`src/rtl/local_net_iface_pkg.sv`:
```
// Shared types and defaults for the mesh network interface.
// Packet layout, control codes and the termination FSM encoding live here.
package local_net_iface_pkg;

  localparam int unsigned NUM_PORTS   = 5;
  localparam int unsigned LOCAL       = 4;
  localparam int unsigned NI_TX_DEPTH = 4;
  localparam int unsigned NI_RX_DEPTH = 4;
  localparam int unsigned CoordW      = 4;
  localparam int unsigned DataW       = 32;

  typedef enum logic {
    CTRL_DATA = 1'b0,
    CTRL_DONE = 1'b1
  } ctrl_t;

  typedef struct packed {
    logic [CoordW-1:0] x;
    logic [CoordW-1:0] y;
  } addr_t;

  typedef struct packed {
    ctrl_t             ctrl;
    addr_t             addr;
    logic [DataW-1:0]  data;
  } pkt_t;

  typedef enum logic [1:0] {
    StRun,
    StDrain,
    StSendDone,
    StFinished
  } ni_state_t;

  // Termination marker always heads for the collector node at (0,0).
  localparam pkt_t DonePkt = '{ctrl: CTRL_DONE, addr: '{x: '0, y: '0}, data: '0};

  function automatic logic addr_match(addr_t a, logic [CoordW-1:0] x, logic [CoordW-1:0] y);
    return (a.x == x) && (a.y == y);
  endfunction

endpackage

```
`src/rtl/local_net_iface_sync_fifo.sv`:
```
// First-word fall-through packet FIFO with wrap-bit pointers and a registered count.
// Storage is not reset; only pointers and count are.
module local_net_iface_sync_fifo
  import local_net_iface_pkg::*;
#(
  parameter int unsigned Depth = 4,
  localparam int unsigned IdxW = $clog2(Depth),
  localparam int unsigned CntW = IdxW + 1
) (
  input  logic            clk_i,
  input  logic            rst_i,
  input  logic            push_i,
  input  pkt_t            data_i,
  input  logic            pop_i,
  output pkt_t            data_o,
  output logic            full_o,
  output logic            empty_o,
  output logic [CntW-1:0] count_o
);

  localparam logic [IdxW:0]   PtrOne = (IdxW + 1)'(1);
  localparam logic [CntW-1:0] CntOne = CntW'(1);

  pkt_t            mem_q [Depth];
  logic [IdxW:0]   wptr_q, wptr_d;
  logic [IdxW:0]   rptr_q, rptr_d;
  logic [CntW-1:0] count_q, count_d;
  logic            push_ok, pop_ok;

  assign empty_o = (wptr_q == rptr_q);
  assign full_o  = (wptr_q[IdxW-1:0] == rptr_q[IdxW-1:0]) && (wptr_q[IdxW] != rptr_q[IdxW]);
  assign count_o = count_q;
  assign data_o  = mem_q[rptr_q[IdxW-1:0]];

  // Full refuses a push even when a pop happens in the same cycle.
  assign push_ok = push_i && !full_o;
  assign pop_ok  = pop_i && !empty_o;

  always_comb begin
    wptr_d  = wptr_q;
    rptr_d  = rptr_q;
    count_d = count_q;
    if (push_ok) wptr_d = wptr_q + PtrOne;
    if (pop_ok)  rptr_d = rptr_q + PtrOne;
    if (push_ok && !pop_ok) begin
      count_d = count_q + CntOne;
    end else if (pop_ok && !push_ok) begin
      count_d = count_q - CntOne;
    end
  end

  always_ff @(posedge clk_i or posedge rst_i) begin
    if (rst_i) begin
      wptr_q  <= '0;
      rptr_q  <= '0;
      count_q <= '0;
    end else begin
      wptr_q  <= wptr_d;
      rptr_q  <= rptr_d;
      count_q <= count_d;
    end
  end

  always_ff @(posedge clk_i) begin
    if (push_ok) mem_q[wptr_q[IdxW-1:0]] <= data_i;
  end

endmodule

```
`src/rtl/local_net_iface.sv`:
```
// Network interface between a PE and its router LOCAL port: TX/RX buffering plus an
// ordered termination sequence that injects a DONE packet behind all queued data.
module local_net_iface
  import local_net_iface_pkg::*;
#(
  parameter int unsigned X_POS    = 0,
  parameter int unsigned Y_POS    = 0,
  parameter int unsigned TX_DEPTH = NI_TX_DEPTH,
  parameter int unsigned RX_DEPTH = NI_RX_DEPTH
) (
  input  logic                      clk,
  input  logic                      rst,
  input  logic                      pe_tx_valid,
  output logic                      pe_tx_ready,
  input  pkt_t                      pe_tx_pkt,
  input  logic                      pe_done_req,
  output logic                      done_sent,
  output logic                      rtr_valid_out,
  input  logic                      rtr_ready_in,
  output pkt_t                      rtr_pkt_out,
  input  logic                      rtr_valid_in,
  output logic                      rtr_ready_out,
  input  pkt_t                      rtr_pkt_in,
  output logic                      pe_rx_valid,
  input  logic                      pe_rx_ready,
  output pkt_t                      pe_rx_pkt,
  output logic [$clog2(TX_DEPTH):0] tx_count,
  output logic [$clog2(RX_DEPTH):0] rx_count,
  output logic                      misroute_err
);

  localparam logic [CoordW-1:0] XCoord = CoordW'(X_POS);
  localparam logic [CoordW-1:0] YCoord = CoordW'(Y_POS);

  ni_state_t state_q, state_d;
  logic      misroute_q, misroute_d;
  logic      tx_full, tx_empty, tx_push, tx_pop;
  logic      rx_full, rx_empty, rx_push, rx_pop;
  logic      send_done;
  pkt_t      tx_head;

  local_net_iface_sync_fifo #(
    .Depth (TX_DEPTH)
  ) u_tx_fifo (
    .clk_i   (clk),
    .rst_i   (rst),
    .push_i  (tx_push),
    .data_i  (pe_tx_pkt),
    .pop_i   (tx_pop),
    .data_o  (tx_head),
    .full_o  (tx_full),
    .empty_o (tx_empty),
    .count_o (tx_count)
  );

  local_net_iface_sync_fifo #(
    .Depth (RX_DEPTH)
  ) u_rx_fifo (
    .clk_i   (clk),
    .rst_i   (rst),
    .push_i  (rx_push),
    .data_i  (rtr_pkt_in),
    .pop_i   (rx_pop),
    .data_o  (pe_rx_pkt),
    .full_o  (rx_full),
    .empty_o (rx_empty),
    .count_o (rx_count)
  );

  always_ff @(posedge clk or posedge rst) begin
    if (rst) begin
      state_q <= StRun;
    end else begin
      state_q <= state_d;
    end
  end

  // pe_done_req is only looked at in StRun, so dropping it later has no effect.
  always_comb begin
    state_d = state_q;
    unique case (state_q)
      StRun:      if (pe_done_req)  state_d = StDrain;
      StDrain:    if (tx_empty)     state_d = StSendDone;
      StSendDone: if (rtr_ready_in) state_d = StFinished;
      StFinished: state_d = StFinished;
      default:    state_d = StRun;
    endcase
  end

  // Router-facing valid/ready depend only on registered state to avoid comb loops.
  always_comb begin
    send_done     = (state_q == StSendDone);
    pe_tx_ready   = (state_q == StRun) && !tx_full;
    rtr_valid_out = send_done || (!tx_empty && ((state_q == StRun) || (state_q == StDrain)));
    rtr_pkt_out   = send_done ? DonePkt : tx_head;
    done_sent     = (state_q == StFinished);
  end

  assign tx_push = pe_tx_valid && pe_tx_ready;
  assign tx_pop  = rtr_valid_out && rtr_ready_in && !send_done;

  assign rtr_ready_out = !rx_full;
  assign pe_rx_valid   = !rx_empty;
  assign rx_push       = rtr_valid_in && rtr_ready_out;
  assign rx_pop        = pe_rx_valid && pe_rx_ready;

  always_comb begin
    misroute_d = misroute_q;
    if (rx_push && (rtr_pkt_in.ctrl != CTRL_DONE) &&
        !addr_match(rtr_pkt_in.addr, XCoord, YCoord)) begin
      misroute_d = 1'b1;
    end
  end

  always_ff @(posedge clk or posedge rst) begin
    if (rst) begin
      misroute_q <= 1'b0;
    end else begin
      misroute_q <= misroute_d;
    end
  end

  assign misroute_err = misroute_q;

endmodule
```
`config.mk`:
```
export PLATFORM = sky130hd
export DESIGN_NAME = local_net_iface
export DESIGN_NICKNAME = d
export VERILOG_FILES = /design/src/rtl/local_net_iface_pkg.sv /design/src/rtl/local_net_iface_sync_fifo.sv /design/src/rtl/local_net_iface.sv
export SDC_FILE = /design/constraint.sdc
export NUM_CORES = 1
export LEC_CHECK = 0
export BUFFER_PORTS_ARGS = -buffer_cell sky130_fd_sc_hd__buf_4
export CAP_MARGIN = 30
export CORE_MARGIN = 4
export CORE_UTILIZATION = 60
export DETAILED_ROUTE_END_ITERATION = 6
export PLACE_DENSITY = 0.83
export SETUP_SLACK_MARGIN = 0.4
export SLEW_MARGIN = 20
export SYNTH_ARGS = -nofsm -noshare
export SYNTH_HDL_FRONTEND = slang
export SYNTH_HIERARCHICAL = 1
export SYNTH_SLANG_ARGS = --single-unit
export TNS_END_PERCENT = 10
```
`constraint.sdc`:
```
create_clock -name clk -period 5.2 [get_ports clk]
set_input_delay 0.52 -clock clk [delete_from_list [all_inputs] [get_ports clk]]
set_output_delay 0.52 -clock clk [all_outputs]
set_load 0.005 [all_outputs]
```
==> results of run 1 <==
-- power breakdown --
part / internal, uW / switching (uW) / leakage (uW)
clock network: 1550 / 1010 / 0.000582
logic: 952 / 925 / 0.00204
registers: 3460 / 141 / 0.00322
total: 5960 / 2080 / 0.00584
-- per-layer routing --
layer | share of wire | up-vias
met5 | 0 | -
met4 | 0.022 | 0
met3 | 0.074 | 47
met2 | 0.52 | 316
met1 | 0.38 | 3466
li1 | - | 2931
-- layout make-up --
| cell class | instances | area [um^2] |
|---|---|---|
| inverters | 19 | 71.3 |
| flip-flops and latches | 349 | 10400 |
| well taps | 285 | 357 |
| fillers | 1242 | 5910 |
| clock buffers | 48 | 996 |
| multi-input cells | 230 | 3110 |
| clock inverters | 16 | 196 |
| repair buffers | 195 | 1550 |
-- cell families (layout without fill, tap and decap cells) --
group	count (synthesis)	count (layout)	share of synthesized area
DFF	349	349	0.757
muxes	84	84	0.136
and+or+nand+nor	78	78	0.0403
buffers and inverters	43	278	0.0180
AOI/OAI and AO/OA	30	30	0.0170
xor gates and xnor gates	24	24	0.0175
adders and majority gates	14	14	0.0139
-- cells in the final DEF (no fill, tap or decap), types with 3 or more instances in the layout --
cell         n
and2_1       8
and3_2       6
buf_12       5
nor3_1       5
clkinv_1     4
o31ai_1      6
dfrtp_1     17
edfxtp_1   328
a21oi_1      9
xor2_1       8
dfrtp_2      3
a211oi_1     4
xor2_2       4
clkinv_2     4
inv_1       19
ha_1        12
clkbuf_1     7
nand2b_1     5
and2_4      34
xnor2_1     12
bufinv_16    4
buf_4      188
mux4_2      82
nand2_1      9
clkbuf_8     5
o31ai_2      4
clkbuf_16   36
-- final timing paths --
| path | to | slack (ns) | cells past startpoint |
|---|---|---|---|
| worst max-delay path | u_tx_fifo/mem_q[3][40]$_DFFE_PP_ | 1.67 | 9 |
| worst min-delay path | u_tx_fifo/mem_q[0][25]$_DFFE_PP_ | 0.20 | 1 |
| worst max register to register | u_tx_fifo/mem_q[3][40]$_DFFE_PP_ | 1.67 | 9 |
| worst min register to register | u_tx_fifo/count_o[2]$_DFFE_PP0P_ | 0.48 | 1 |
| max in group asynchronous | u_rx_fifo/rptr_q[1]$_DFFE_PP0P_ | 4.34 | 3 |
| min in group asynchronous | state_q[1]$_DFFE_PP0P_ | 0.47 | 3 |
-- Yosys cell counts, types with 6 or more instances --
cell type and instances:
a21oi_1 9, and2_1 8, dfrtp_1 21, and3_1 6, xor2_1 8, xnor2_1 12
o31ai_1 6, edfxtp_1 328, nand2_1 9, buf_6 6, and2_4 34, buf_4 10
inv_1 19, ha_1 12, clkbuf_1 6, mux4_2 82
-- flip-flops by register name, indices dropped and copies added (netlist names) --
| signal | count |
|---|---|
| u_rx_fifo/mem_q | 164 |
| u_tx_fifo/mem_q | 164 |
| u_rx_fifo/count_o | 3 |
| u_rx_fifo/rptr_q | 3 |
| u_rx_fifo/wptr_q | 3 |
| u_tx_fifo/count_o | 3 |
| u_tx_fifo/rptr_q | 3 |
| u_tx_fifo/wptr_q | 3 |
| state_q | 2 |
| misroute_err | 1 |
-- metrics by stage --
step | util | setup slack, ns | total power, uW | instances
after global routing | 0.738 | 1.45 | 8390 | 1142
after global placement | 0.679 | 1.86 | 5400 | 1071
after floorplan | - | 2.05 | 4710 | 622
final | 0.738 | 1.67 | 8040 | 1142
after detailed placement | 0.685 | 1.67 | 5520 | 1077
after CTS | 0.738 | 1.65 | 8110 | 1142
==> results.tsv, run 1 <==
metric	value	unit
status	finished, final reports clean	
core footprint	0.0226	mm^2
CTS tree	yes	
Die Width	159	um
layout cell share with drive strength beyond 1	0.454	
Buf/Inv on CP	3	
area leader, netlist	edfxtp_1	
final hold violations	0	
met2 usage in global routing	0.376	
pwr dens	483	mW/mm^2
Startpoint Class	register	
Fin Setup TNS	0	ns
post_cts resized	0	
Worst Setup SP	u_tx_fifo/rptr_q[1]$_DFFE_PP0P_	
normalized max-slew margin	0.421	
GRT busiest layer	met2	
global routing usage on met3	0.0435	
setup bufs post-CTS	0	
DR vias	6760	
minimum clock period	3.53	ns
Routed Antenna Nets	0	
min-delay worst type	primary input to register	
synth top area cells	edfxtp_1 72%, mux4_2 13%, dfrtp_1 3.8%	
Final #Nets	933	
GRT Util Overall	0.221	
largest net degree at the start of global routing	48	
Critical Path Sink Type	register	
Async S/R FF share, synth	0.0602	
kind of critical path	register to register	
post-synthesis register bit count	349	
crit path DAT	3.70	ns
CP required	5.36	ns
hold_buf cts	1	
CTS max path bufs	3	
area growth from synthesis to layout	21.6	%
Post-synth EDFFs	328	
VDD IR max	0.354	mV
cell mode on critical path	buf_4	
maximum level of the CTS H-tree	2	
RSZ-0062 raised after global routing	no	
Pleak	0.00584	uW
Most used DFF post-synth	edfxtp_1	
Post-Syn Area	0.0137	mm^2
worst r2r src	u_tx_fifo/rptr_q[1]$_DFFE_PP0P_	
Synth top area share	0.719	
post-synthesis sequential area ratio	0.757	
diodes inserted	0	
DR WL/cell	24.3	um
Via-to-Cell Ratio	5.92	
# DRC	0	
Reg clk slew, reported paths	0.06	ns
dpl hpwl	17.1	mm
DIE HEIGHT	159	um
clk_skew	0.0194	ns
max-cap viol count	0	
clk sink count	349	
final WL	27.7	mm
initial antenna violation count	0	
Skew-Pair Late Insertion Delay	0.51	ns
Post-Syn Nets	725	
Routability Congestion	0.851	
Iter 0 DRT Violations	510	
max-slew violations	0	
GRT met1 Usage	0.299	
Remaining Overflow, GRT	0	
CP max stage delay	0.66	ns
Detailed Routing Iterations Pass 1	5	
Distinct cells, synth	37	
vias in the first global route	7181	
Max Fclk	283	MHz
Initial Util	0.607	
CP top delay family	buffers and inverters	
Synth Area per Inst	22.0	um^2
Ys Warns	6	
Gate Count Post-Synth	622	
floorplan row count	55	
CP Cell Sequence	buf_4, xnor2_1, nand3_1, inv_1, nor3_1, and2_1, nand2_1, a31oi_4, buf_4	
CTS Buf Count	35	
Tcrit/Tclk final	0.680	
Slowest-stage cell, CP	a31oi_4	
I/O pin total	183	
Post-DP Area	0.0155	mm^2
hold path start	pe_tx_pkt[25]	
setup violators final	0	
root buf cell	clkbuf_16	
fin area	0.0167	mm^2
Port Buffers	182	
die area	0.0253	mm^2
crit path max fanout	47	
worst-margin pin slew	0.868	ns
first-pass GRT wire length	43.0	mm
WHS	0.201	ns
No activity file was read; power rests on OpenSTA's default activity.
==> inputs of run 2 (changes only) <==
--- a/config.mk
+++ b/config.mk
@@ -5,12 +5,13 @@
 export SDC_FILE = /design/constraint.sdc
 export NUM_CORES = 1
 export LEC_CHECK = 0
+export ABC_AREA = 1
 export BUFFER_PORTS_ARGS = -buffer_cell sky130_fd_sc_hd__buf_4
 export CAP_MARGIN = 30
 export CORE_MARGIN = 4
-export CORE_UTILIZATION = 60
+export CORE_UTILIZATION = 57
 export DETAILED_ROUTE_END_ITERATION = 6
-export PLACE_DENSITY = 0.83
+export PLACE_DENSITY = 0.79
 export SETUP_SLACK_MARGIN = 0.4
 export SLEW_MARGIN = 20
 export SYNTH_ARGS = -nofsm -noshare
==> constraint.sdc (replaced) <==
create_clock -name clk -period 3.28 [get_ports clk]
set_input_delay 0.328 -clock clk [delete_from_list [all_inputs] [get_ports clk]]
set_output_delay 0.328 -clock clk [all_outputs]
set_load 0.005 [all_outputs]
==> run 2 against run 1 <==
Net effect:
- clock skew down 0.0025 ns
- global-route usage shrank 0.16 points
- largest cell class unchanged
- worst hold slack worse by 0.18 ns
- routed wire length up 7.2%
- register-to-register slack worse by 1.1 ns
- combinational power is 51% higher
- utilization fell by 4.5 points
- largest power group unchanged
- first-iteration DRC count grew 68%
- total power grew 52%
- critical path type is now register to primary output
- flip-flop and latch count is the same
- die area is 7.0% higher
- highest routed layer is now met5
==> results.tsv, run 2 <==
metric	value	unit
status	finished, final reports clean	
min-delay worst type	primary input to register	
fin area	0.0168	mm^2
Die Width	165	um
Iter 0 DRT Violations	855	
Distinct cells, synth	29	
diodes inserted	0	
DR vias	8881	
Power Total	12200	uW
Fin Setup TNS	0	ns
synth top area cells	edfxtp_1 70%, nor2_1 5.8%, dfrtp_1 3.8%	
Post-Syn Area	0.0140	mm^2
normalized max-slew margin	0.386	
hold path depth	1	
GRT Util Overall	0.220	
kind of critical path	register to primary output	
area leader, netlist	edfxtp_1	
instance count on the critical path	7	
# DRC	0	
crit path max fanout	83	
CP Cell Sequence	inv_2, buf_4, o21ai_0, o22ai_1, inv_1, nor2_1, buf_4	
Reg clk slew, reported paths	0.06	ns
clk sink count	349	
Routed Antenna Nets	0	
DR WL/cell	18.4	um
Max Fclk	359	MHz
Startpoint Class	register	
CP top delay family	buffers and inverters	
Gate Count Post-Synth	1068	
Remaining Overflow, GRT	0	
Detailed Routing Iterations Pass 1	7	
Buf/Inv on CP	4	
Critical Path Sink Type	primary output	
CTS tree	yes	
floorplan row count	57	
Pleak	0.00636	uW
CTS max path bufs	3	
highest routed layer	met5	
CP required	2.95	ns
Post-DP Area	0.0156	mm^2
CTS Buf Count	36	
root buf cell	clkbuf_16	
worst-margin pin slew	0.922	ns
Ys Warns	6	
DR WL met2	14.6	mm
Synth top cells by count	328 x edfxtp_1, 215 x nor2_1, 103 x o21ai_0	
final hold violations	0	
Post-synth EDFFs	328	
maximum level of the CTS H-tree	2	
Routability Congestion	0.825	
Tcrit/Tclk final	0.850	
final WL	29.7	mm
Slowest-stage cell, CP	buf_4	
minimum clock period	2.79	ns
Via-to-Cell Ratio	5.52	
max-cap viol count	0	
VDD IR max	0.478	mV
initial antenna violation count	1	
post-synthesis register bit count	349	
Layout Cells excl Fill	1610	
DIE HEIGHT	165	um
DRT met1 WL	12.2	mm
cell mode on critical path	buf_4	
vias in the first global route	8711	
RSZ-0062 raised after global routing	yes	
core footprint	0.0242	mm^2
I/O pin total	183	
Inst Count DP	1538	
Synth Area per Inst	13.1	um^2
first-pass GRT wire length	46.4	mm
dpl hpwl	17.5	mm
max-slew violations	0	
largest net degree at the start of global routing	85	
Synth top area share	0.704	
Initial Util	0.577	
Met3 Wirelength	2.23	mm
pwr dens	727	mW/mm^2
cell with the most instances after synthesis	edfxtp_1	
commonest non-fill, non-tap cell in the layout	edfxtp_1	
Final #Nets	1367	
Most used DFF post-synth	edfxtp_1	
Port Buffers	182	
post-synthesis sequential area ratio	0.742	
clk_skew	0.0169	ns
setup violators final	0	
worst r2r path cells	14	
area growth from synthesis to layout	20.2	%
layout cell share with drive strength beyond 1	0.223	
Skew-Pair Late Insertion Delay	0.51	ns
CP max stage delay	0.65	ns
die area	0.0271	mm^2
Async S/R FF share, synth	0.0602	
crit path DAT	2.46	ns
commonest cells after routing, fill and taps aside	328 x edfxtp_1, 209 x nor2_1, 198 x buf_4	
Post-Syn Nets	1171	
[run 2: per-layer routing]
metal | up-vias | global-route usage
met5 | - | 0
met4 | 2 | 0.0567
met3 | 45 | 0.0464
met2 | 332 | 0.361
met1 | 4297 | 0.304
li1 | 4205 | -
[run 2: final cells by class]
type	instances	area, um^2
Inverter	85	322
Timing Repair Buffer	214	1680
Sequential cell	349	10400
Fill cell	1654	7430
Clock inverter	15	155
Tap cell	324	405
Clock buffer	45	935
Multi-Input combinational cell	578	2940
[run 2: worst paths after layout]
kind                                                 startpoint                               end  slack [ns]
min in group asynchronous                                   rst          misroute_err$_DFFE_PP0P_        0.30
worst max-delay path            u_tx_fifo/rptr_q[0]$_DFFE_PP0P_                   rtr_pkt_out[36]        0.49
worst min-delay path                              pe_tx_pkt[33]  u_tx_fifo/mem_q[3][33]$_DFFE_PP_        0.02
max in group asynchronous                                   rst   u_tx_fifo/rptr_q[0]$_DFFE_PP0P_        2.57
worst min register to register         misroute_err$_DFFE_PP0P_          misroute_err$_DFFE_PP0P_        0.53
worst max register to register  u_rx_fifo/rptr_q[0]$_DFFE_PP0P_  u_rx_fifo/count_o[2]$_DFFE_PP0P_        0.61
[run 2: logic make-up (layout without fill, tap and decap cells)]
| family | count (synthesis) | count (layout) | synth area share |
|---|---|---|---|
| AO/OA/AOI/OAI | 254 | 254 | 0.0984 |
| flip-flops | 349 | 349 | 0.742 |
| adder cells (fa/ha/maj) | 14 | 14 | 0.0136 |
| buffers and inverters | 141 | 359 | 0.0509 |
| XOR/XNOR | 7 | 7 | 0.00438 |
| multiplexers | 2 | 2 | 0.00161 |
| AND/OR/NAND/NOR | 301 | 301 | 0.0893 |
[run 2: power by group]
| part | switching, uW | internal, uW | total [uW] |
|---|---|---|---|
| combinational | 1710 | 1130 | 2840 |
| clock | 1570 | 2190 | 3760 |
| sequential | 191 | 5430 | 5620 |
| total | 3470 | 8750 | 12200 |
[run 2: timing repair]
action                     CTS  global route
resized for setup            0             1
hold buffers                12             0
setup buffers                0             0
setup endpoints to repair    0            18
hold endpoints to repair    64             0
[run 2: through the flow]
| step | worst slack (ns) | hold WS (ns) | utilization |
|---|---|---|---|
| floorplan | -0.137 | 0.0816 | - |
| global placement | 0.737 | 0.248 | 0.643 |
| detailed placement | 0.644 | 0.250 | 0.643 |
| CTS | 0.513 | 0.00273 | 0.693 |
| global route | 0.299 | 0.00112 | 0.693 |
| finish | 0.493 | 0.0190 | 0.693 |
[run 2: worst reg2reg max path, cell delays in order, from the launching register on]
cell	delay, ns
dfrtp_2	0.60
inv_2	0.09
nand2_1	0.09
nand2_2	0.10
nand3_4	0.14
inv_2	0.06
nor2_1	0.31
nand2_4	0.16
inv_2	0.08
ha_1	0.15
inv_2	0.05
fa_1	0.37
a21oi_1	0.15
o21ai_1	0.09
xor2_1	0.14
